## config.mk

```make
export PLATFORM = sky130hd
export DESIGN_NAME = dmem_lsu_flat
export DESIGN_NICKNAME = d
export VERILOG_FILES = /design/src/rtl/dmem_lsu_if.sv /design/src/rtl/dmem_lsu.sv /design/src/flat_wrapper.sv
export SDC_FILE = /design/constraint.sdc
export NUM_CORES = 1
export LEC_CHECK = 0
export BUFFER_PORTS_ARGS = -buffer_cell sky130_fd_sc_hd__buf_2
export CAP_MARGIN = 20
export CELL_PAD_IN_SITES_DETAIL_PLACEMENT = 0
export CELL_PAD_IN_SITES_GLOBAL_PLACEMENT = 2
export CORE_ASPECT_RATIO = 0.5
export CORE_UTILIZATION = 49
export CTS_CLUSTER_DIAMETER = 60
export DETAILED_ROUTE_END_ITERATION = 12
export HOLD_SLACK_MARGIN = 0.15
export PLACE_DENSITY = 0.9
export SLEW_MARGIN = 20
export SYNTH_ARGS = -nofsm -noshare
export SYNTH_HDL_FRONTEND = slang
export SYNTH_SLANG_ARGS = --single-unit
```

## constraint.sdc

```tcl
create_clock -name clk -period 3.1 [get_ports clk]
set_input_delay 0.62 -clock clk [delete_from_list [all_inputs] [get_ports clk]]
set_output_delay 0.62 -clock clk [all_outputs]
set_load 0.05 [all_outputs]
```

## src/rtl/dmem_lsu_if.sv

```systemverilog
// Request/response bundle between the pipeline and the data-memory load/store unit.
// The master is the execute/writeback side; the slave is dmem_lsu.
interface dmem_lsu_if;
  logic        req_valid;
  logic        req_ready;
  logic        req_we;
  logic [2:0]  req_funct3;
  logic [31:0] req_addr;
  logic [31:0] req_wdata;
  logic        rsp_valid;
  logic        rsp_ready;
  logic [31:0] rsp_rdata;
  logic        rsp_err;

  modport master (
    output req_valid, req_we, req_funct3, req_addr, req_wdata, rsp_ready,
    input  req_ready, rsp_valid, rsp_rdata, rsp_err
  );

  modport slave (
    input  req_valid, req_we, req_funct3, req_addr, req_wdata, rsp_ready,
    output req_ready, rsp_valid, rsp_rdata, rsp_err
  );
endinterface

```

## src/rtl/dmem_lsu.sv

```systemverilog
// Byte-addressed data memory with RISC-V B/H/W accesses and configurable read latency.
// Define DMEM_MISALIGN_TRAP_EN to reject misaligned H/HU/W accesses instead of aligning them.
module dmem_lsu #(
  parameter int unsigned DEPTH = 32,
  parameter int unsigned LAT   = 1
) (
  input logic       clk,
  input logic       rst,
  dmem_lsu_if.slave bus_io
);

  localparam int unsigned AW = $clog2(DEPTH);
  localparam int unsigned CW = (LAT > 1) ? $clog2(LAT) : 1;
  localparam logic [CW-1:0] CntLast = CW'(LAT - 1);

  typedef enum logic [1:0] {StIdle, StWait, StResp} state_e;

  state_e         state_q, state_d;
  logic [CW-1:0]  cnt_q, cnt_d;
  logic           we_q;
  logic [2:0]     funct3_q;
  logic [AW+1:0]  addr_q;
  logic [31:0]    wdata_q;
  logic [31:0]    rdata_q, rdata_d;
  logic           err_q, err_d;
  logic           accept;
  logic           access;

  logic [31:0]    mem_q [DEPTH];

  logic           legal;
  logic           misalign;
  logic           bad;
  logic [1:0]     off;
  logic [AW-1:0]  idx;
  logic [3:0]     be;
  logic [31:0]    wlanes;
  logic [31:0]    rword;
  logic [31:0]    rshift;
  logic [31:0]    load_val;

  // Upper address bits only select an alias of the same word.
  logic unused_addr;
  assign unused_addr = ^bus_io.req_addr[31:AW+2];

  // Decode of the latched request.
  always_comb begin
    legal = 1'b0;
    case (funct3_q)
      3'b000, 3'b001, 3'b010: legal = 1'b1;
      3'b100, 3'b101:         legal = ~we_q;
      default:                legal = 1'b0;
    endcase

`ifdef DMEM_MISALIGN_TRAP_EN
    misalign = ((funct3_q[1:0] == 2'b01) && addr_q[0]) ||
               ((funct3_q == 3'b010) && (addr_q[1:0] != 2'b00));
`else
    misalign = 1'b0;
`endif
    bad = ~legal | misalign;

    // Misaligned low bits are dropped so H/W stay within their natural lanes.
    off = addr_q[1:0];
    if (funct3_q[1:0] == 2'b01) off[0] = 1'b0;
    if (funct3_q[1:0] == 2'b10) off = 2'b00;

    idx = addr_q[2 +: AW];

    case (funct3_q[1:0])
      2'b00: begin
        be     = 4'b0001 << off;
        wlanes = {4{wdata_q[7:0]}};
      end
      2'b01: begin
        be     = 4'b0011 << off;
        wlanes = {2{wdata_q[15:0]}};
      end
      default: begin
        be     = 4'b1111;
        wlanes = wdata_q;
      end
    endcase

    rword  = mem_q[idx];
    rshift = rword >> {off, 3'b000};
    case (funct3_q)
      3'b000:  load_val = {{24{rshift[7]}}, rshift[7:0]};
      3'b001:  load_val = {{16{rshift[15]}}, rshift[15:0]};
      3'b100:  load_val = {24'h0, rshift[7:0]};
      3'b101:  load_val = {16'h0, rshift[15:0]};
      default: load_val = rshift;
    endcase
  end

  // Next-state and response capture.
  always_comb begin
    state_d = state_q;
    cnt_d   = cnt_q;
    rdata_d = rdata_q;
    err_d   = err_q;
    accept  = 1'b0;
    access  = 1'b0;
    case (state_q)
      StIdle: begin
        if (bus_io.req_valid) begin
          accept  = 1'b1;
          cnt_d   = '0;
          state_d = StWait;
        end
      end
      StWait: begin
        if (cnt_q == CntLast) begin
          access  = 1'b1;
          state_d = StResp;
          err_d   = bad;
          rdata_d = (bad || we_q) ? 32'h0 : load_val;
        end else begin
          cnt_d = cnt_q + CW'(1);
        end
      end
      StResp: begin
        if (bus_io.rsp_ready) state_d = StIdle;
      end
      default: state_d = StIdle;
    endcase
  end

  assign bus_io.req_ready = (state_q == StIdle) && !rst;
  assign bus_io.rsp_valid = (state_q == StResp);
  assign bus_io.rsp_rdata = rdata_q;
  assign bus_io.rsp_err   = err_q;

  always_ff @(posedge clk or posedge rst) begin
    if (rst) begin
      state_q <= StIdle;
      cnt_q   <= '0;
      rdata_q <= 32'h0;
      err_q   <= 1'b0;
    end else begin
      state_q <= state_d;
      cnt_q   <= cnt_d;
      rdata_q <= rdata_d;
      err_q   <= err_d;
    end
  end

  always_ff @(posedge clk or posedge rst) begin
    if (rst) begin
      we_q     <= 1'b0;
      funct3_q <= 3'b000;
      addr_q   <= '0;
      wdata_q  <= 32'h0;
    end else if (accept) begin
      we_q     <= bus_io.req_we;
      funct3_q <= bus_io.req_funct3;
      addr_q   <= bus_io.req_addr[AW+1:0];
      wdata_q  <= bus_io.req_wdata;
    end
  end

  // Storage is deliberately left out of reset.
  always_ff @(posedge clk) begin
    if (access && we_q && !bad) begin
      for (int b = 0; b < 4; b++) begin
        if (be[b]) mem_q[idx][8*b +: 8] <= wlanes[8*b +: 8];
      end
    end
  end

endmodule

```

## src/flat_wrapper.sv

```systemverilog
// flat-port wrapper written by rule: the top's interface ports become plain ports
module dmem_lsu_flat 
#(
  parameter int unsigned DEPTH = 32,
  parameter int unsigned LAT   = 1
)
  (clk, rst, bus_io_req_valid, bus_io_req_we, bus_io_req_funct3, bus_io_req_addr, bus_io_req_wdata, bus_io_rsp_ready, bus_io_req_ready, bus_io_rsp_valid, bus_io_rsp_rdata, bus_io_rsp_err);
  dmem_lsu_if bus_io_i ();
  input logic clk;
  input logic rst;
  input wire logic [$bits(bus_io_i.req_valid)-1:0] bus_io_req_valid;
  input wire logic [$bits(bus_io_i.req_we)-1:0] bus_io_req_we;
  input wire logic [$bits(bus_io_i.req_funct3)-1:0] bus_io_req_funct3;
  input wire logic [$bits(bus_io_i.req_addr)-1:0] bus_io_req_addr;
  input wire logic [$bits(bus_io_i.req_wdata)-1:0] bus_io_req_wdata;
  input wire logic [$bits(bus_io_i.rsp_ready)-1:0] bus_io_rsp_ready;
  output wire logic [$bits(bus_io_i.req_ready)-1:0] bus_io_req_ready;
  output wire logic [$bits(bus_io_i.rsp_valid)-1:0] bus_io_rsp_valid;
  output wire logic [$bits(bus_io_i.rsp_rdata)-1:0] bus_io_rsp_rdata;
  output wire logic [$bits(bus_io_i.rsp_err)-1:0] bus_io_rsp_err;
  assign bus_io_i.req_valid = bus_io_req_valid;
  assign bus_io_i.req_we = bus_io_req_we;
  assign bus_io_i.req_funct3 = bus_io_req_funct3;
  assign bus_io_i.req_addr = bus_io_req_addr;
  assign bus_io_i.req_wdata = bus_io_req_wdata;
  assign bus_io_i.rsp_ready = bus_io_rsp_ready;
  assign bus_io_req_ready = bus_io_i.req_ready;
  assign bus_io_rsp_valid = bus_io_i.rsp_valid;
  assign bus_io_rsp_rdata = bus_io_i.rsp_rdata;
  assign bus_io_rsp_err = bus_io_i.rsp_err;
  dmem_lsu #(.DEPTH(DEPTH), .LAT(LAT)) u_core (.clk(clk), .rst(rst), .bus_io(bus_io_i));
endmodule
```

# After elaboration in Yosys (flattened, before gate mapping)

Memory sizes are Yosys's and may differ from the RTL's.
Index checks and enable logic that the tools add are counted.

Add/subtract/negate cells: 1
$mul: 0
Div/mod/pow operators: 0
$lt $le $gt $ge: 0
Equality and inequality tests: 11
Shift operators: 3
Mux-type cells: 30
Bitwise gates (word level): 3
Reduce and logical (&&, ||, !) cells: 14

Operator list:

| operator                                                              | number |
|---|---|
| 32-bit case mux with 4 select lines                                   | 1 |
| 32-bit case mux with 2 select lines                                   | 1 |
| 32-bit two-way mux                                                    | 1 |
| 32-bit by 5-bit >> shifter with 32-bit output                         | 1 |
| 1-bit two-way mux                                                     | 19 |
| 2-bit two-way mux                                                     | 4 |
| 4-bit case mux with 2 select lines                                    | 1 |
| 3-bit equality test, second input constant                            | 2 |
| 2-bit inequality test, second input constant                          | 3 |
| 2-bit case mux with 3 select lines                                    | 1 |
| 2-bit by 1-bit equality test with 1-bit output, second input constant | 2 |
| 2-bit equality test, second input constant                            | 2 |
| 2-bit zero test                                                       | 2 |
| 1-bit case mux with 2 select lines                                    | 2 |
| 2-bit AND reduction                                                   | 2 |
| 1-bit by 2-bit left shift with 4-bit output, first input constant     | 1 |
| 2-bit by 2-bit left shift with 4-bit output, first input constant     | 1 |
| 3-bit by 1-bit equality test with 1-bit output, second input constant | 1 |
| 3-bit by 2-bit equality test with 1-bit output, second input constant | 1 |
| 1-bit logical AND                                                     | 3 |
| 3-bit zero test                                                       | 1 |
| 1-bit NOT                                                             | 3 |
| 3-bit AND reduction                                                   | 1 |
| 3-bit OR reduction                                                    | 1 |
| 5 further kinds                                                       | 5 |

Bits in registers: 79
Bits in latches: 0
Bits in writable memories: 1,024
ROM bits: 0
Input port bits: 72
Output and inout bits: 35
Logic and storage cells: 71
Memories kept: 1

Memory list:

| name         | words | bits a word | rd ports | clocked after memory_dff | write ports | line           | source |
|---|---|---|---|---|---|---|---|
| u_core.mem_q | 32    | 32          | 1        | 0                        | 1           | dmem_lsu.sv:29 | `logic [31:0] mem_q [DEPTH];` |

# Depth between registers and ports, before layout

Word-level depth: 8
Depth in mapped cells: 11
Gate-level depth less buffers: 7

# Worst setup path before layout

OpenSTA, ideal clock, no wires.

Path type: register -> register
From: register u_core.funct3_q[0]
To: memory u_core.mem_q[0][24] (data pin)
Arrival: 2.395 ns
Required time: 2.646 ns
Path slack: 0.251 ns
Cell stages (with the launch flop): 5
Clock period less this slack: 2.849 ns
Cells stage by stage: dfrtp_1 > buf_2 > buf_1 > mux2i_1 > o21ai_0

Word-level cells in the longest chain between the ends: 2
Elaborated cells between the ends (all ways): 3
Those cells by class: 1 x eq/ne; 1 x mux; 1 x reduce/logical

Ends and longest elaborated chain:

| what                                                                              | line            | source |
|---|---|---|
| start: declaration                                                                | dmem_lsu.sv:21  | `logic [2:0] funct3_q;` |
| start signal: assignment                                                          | dmem_lsu.sv:156 | `funct3_q <= bus_io.req_funct3;` |
| 2-bit by 1-bit equality test with 1-bit output or 2-bit zero test (tied branches) | dmem_lsu.sv:70  | `case (funct3_q[1:0])` |
| 32-bit case mux with 2 select lines *                                             | dmem_lsu.sv:70  |  |
| net u_core.wlanes[24]                                                             | dmem_lsu.sv:37  | `logic [31:0] wlanes;` |
| end: declaration                                                                  | dmem_lsu.sv:29  |  |

The timed path passes the listed nets; every way through them passes the cells marked *.

# Final worst setup path

From: register u_core.addr_q[2]
To: register u_core.rdata_q[2], in the netlist u_core.bus_io.rsp_rdata[2]

Word-level cells in the longest chain between the ends: 4

Ends and longest elaborated chain:

| what                                          | line            | source |
|---|---|---|
| start: declaration                            | dmem_lsu.sv:22  | `logic [AW+1:0] addr_q;` |
| start signal: assignment                      | dmem_lsu.sv:157 | `addr_q <= bus_io.req_addr[AW+1:0];` |
| memory read 32 x 32 bit                       | n/a             |  |
| 32-bit by 5-bit >> shifter with 32-bit output | dmem_lsu.sv:86  | `rshift = rword >> {off, 3'b000};` |
| 32-bit case mux with 4 select lines           | dmem_lsu.sv:87  | `case (funct3_q)` |
| 32-bit two-way mux                            | dmem_lsu.sv:117 | `rdata_d = (bad \|\| we_q) ? 32'h0 : load_val;` |
| end signal: assignment                        | dmem_lsu.sv:143 | `rdata_q <= rdata_d;` |
| end: declaration                              | dmem_lsu.sv:24  | `logic [31:0] rdata_q, rdata_d;` |

Every way passes these cells.
A chain may end at the register's enable or synchronous reset.

==> run metrics <==
status finished, final reports clean; global-route wire length before repair 159000 um; M3 GR Usage 5.58%; RR Startpoint u_core.addr_q[2]$_DFFE_PP0P_; n_diodes 0; vias in the first global route 22675; critical path class reg -> reg; most frequent cells in the layout edfxtp_1, buf_4, mux4_2; CP Max Fanout 18; slew at the pin closest to its max-slew limit 841 ps; row count 76; Buffers on Ports 81; Post-DP HPWL 72800 um; peak per-stage delay on the critical path 580 ps; max-cap viol count 0; critical path launch point type flop; cell depth of the worst flop-to-flop path 10; met2 usage about two fifths; grt ovf 0; Area Overhead vs Synth 16.3%; Placeable Area 0.0866 sq mm; capturing point of the worst reg2reg path u_core.bus_io.rsp_rdata[2]$_DFFE_PP0N_; Synth Flop Type edfxtp_1; pwr/cell area just over 1000 mW/mm^2; worst skew pair latency slightly above 700 ps; clk buf depth 3; crit share post-route 97.2%; WP buf/inv 3; RSZ-0062 raised after global routing false; Initial DRC Count 3342; Clock transition at path regs 70 ps; Post-synth ARST share 7.08%; Worst Hold Class in -> reg; top-level port count 107; family with the most delay on the worst path compound AO/OA/AOI/OAI gates; final hold vios 0; Mapped Area 0.0432 sq mm; Avg WL per Cell just under 30 um; Slowest-stage cell, CP dfrtp_4; Post-Route WL 111000 um; die width 422 um; met1 Usage GRT 36.1%; cell count after synthesis between 2000 and 2500; GR peak layer met2; Ys Warns 0; via density per instance 6.19; share of layout cells above drive strength 1 31.9%; Setup crit end kind flop; Pre-antenna DRT Iters 6; RePlAce Congestion 0.932; FF-to-FF setup slack between 80 and 90 ps; critical path, cell by cell buf_12, buf_12, mux4_2, a22oi_1, and4_1, a22oi_1, o211ai_1, buf_4, a31oi_1, a21o_1; starting density of the core 49.9%; die span in y 212 um; worst setup margin 85.3 ps; total track usage 25.0%; H-tree lvl count 3; hold path startpoint bus_io_req_wdata[9]; flops & latches, synth ~1100; register area share after synthesis around 76%; Post-Synthesis Net Count roughly 2200; clk sinks 1102; Peak Freq 332 MHz; DRC 0; Crit. path cell count 10; via count ~23000; fin nets 2562; Finish-stage setup viols 0; Final Max Tran Viols 0; Root Buffer clkbuf_16; Netlist cell types 60; largest net degree at the start of global routing 60; Die ar. 0.0894 sq mm; Hold Path Stages 2; Post-synth EDFFs 1024; Slew HR 43.8%; static leakage 16.7 nW; Worst Skew about 29 ps; Routed Antenna Nets 0; CTS tree done; initial antenna violation count 1; mean post-synth cell area ~20 sq um; Hold Path End u_core.wdata_q[9]$_DFFE_PP0P_; Final Critical Period 3010 ps; Critical Path RT 3680 ps; Num CTS Buffers 94; crit path DAT 3600 ps; most common cell after layout, fill and taps aside edfxtp_1; setup TNS 0 ps; worst slack, placed between 60 and 70 ps; IR drop worst, VDD 0.590 mV
[cells by family (layout without fill, tap and decap cells)]
kind of cell / Yosys count / count (layout) / synth area share [%]
mux: 364 / 364 / 15.2
flops: 1102 / 1102 / 75.7
compound gates: 221 / 221 / 3.54
simple gates: 331 / 331 / 3.80
buf+inv: 134 / 552 / 1.72
[state kept, by name, summed over array words and instances (netlist names)]
signal,cells
u_core.mem_q,1024
u_core.bus_io.rsp_rdata,32
u_core.wdata_q,32
u_core.addr_q,7
u_core.funct3_q,3
u_core.state_q,2
u_core.bus_io.rsp_err,1
u_core.we_q,1
[repair_timing]
action                                 4_1_cts  5_1_grt
endpoints found under the hold margin       18       28
hold buffers                                18        1
resized for setup                            0        1
setup buffers                                0        8
setup endpoints to repair                    0       22
[per-layer routing]
layer,routed length [um],part of all wire [%]
met5,0,0
met4,2720,2.4
met3,12100,11
met2,52000,47
met1,44500,40
[through the flow]
step	hold slack, ps	cell area, sq um	utilization (%)	std cells	total power, mW
floorplan	475	43200	-	2152	30.7
CTS	151	50100	57.8	3731	50.4
global placement	461	46700	53.9	3536	37.8
finish	175	50200	58.0	3740	50.8
detailed placement	465	46700	53.9	3537	38.2
global route	158	50200	58.0	3740	52.2
[cell type report]
type / instances / area (sq um)
fill: 6099 / 36400
sequential: 1102 / 32700
multi-input combinational: 916 / 9850
timing repair buffer: 373 / 2990
clock buffer: 114 / 2460
tap: 1170 / 1460
clock inverter: 62 / 744
inverter: 3 / 13.8
[cell usage after synthesis, drive strengths merged, types with 4 or more instances]
| master | n | share of area (%) |
|---|---|---|
| a211oi | 4 | 0.070 |
| a21oi | 18 | 0.21 |
| a22oi | 115 | 2.0 |
| and2 | 4 | 0.058 |
| buf | 91 | 1.3 |
| clkbuf | 40 | 0.35 |
| dfrtp | 78 | 4.5 |
| edfxtp | 1024 | 71 |
| mux2 | 62 | 1.6 |
| mux2i | 74 | 1.7 |
| mux4 | 228 | 12 |
| nand2 | 81 | 0.70 |
| nand2b | 4 | 0.058 |
| nand3 | 17 | 0.31 |
| nand4 | 24 | 0.35 |
| nand4b | 5 | 0.12 |
| nor2 | 153 | 1.3 |
| nor2b | 5 | 0.072 |
| nor3b | 5 | 0.12 |
| nor4 | 7 | 0.10 |
| o211ai | 8 | 0.14 |
| o21ai | 29 | 0.34 |
| o22ai | 26 | 0.38 |
| or4b | 4 | 0.093 |
| or4bb | 6 | 0.16 |
[power breakdown]
| group | switching, mW | total, mW | internal [mW] |
|---|---|---|---|
| registers | 0.540 | 20.4 | 19.9 |
| clock network | 5.48 | 12.3 | 6.82 |
| logic | 11.6 | 18.0 | 6.44 |
[worst max-delay path by stage]
stage	startpoint	to	slack [ps]
4_1_cts	u_core.addr_q[3]$_DFFE_PP0P_	u_core.bus_io.rsp_rdata[24]$_DFFE_PP0N_	60
2_1_floorplan	u_core.funct3_q[0]$_DFFE_PP0P_	u_core.mem_q[0][24]$_DFFE_PP_	250
6_report	u_core.addr_q[2]$_DFFE_PP0P_	u_core.bus_io.rsp_rdata[2]$_DFFE_PP0N_	90
5_1_grt	u_core.addr_q[3]$_DFFE_PP0P_	u_core.bus_io.rsp_rdata[24]$_DFFE_PP0N_	7
3_3_place_gp	u_core.addr_q[2]$_DFFE_PP0P_	u_core.bus_io.rsp_rdata[9]$_DFFE_PP0N_	100
3_5_place_dp	u_core.addr_q[3]$_DFFE_PP0P_	u_core.bus_io.rsp_rdata[24]$_DFFE_PP0N_	70
Note: power is estimated with default switching activity, not from simulation.
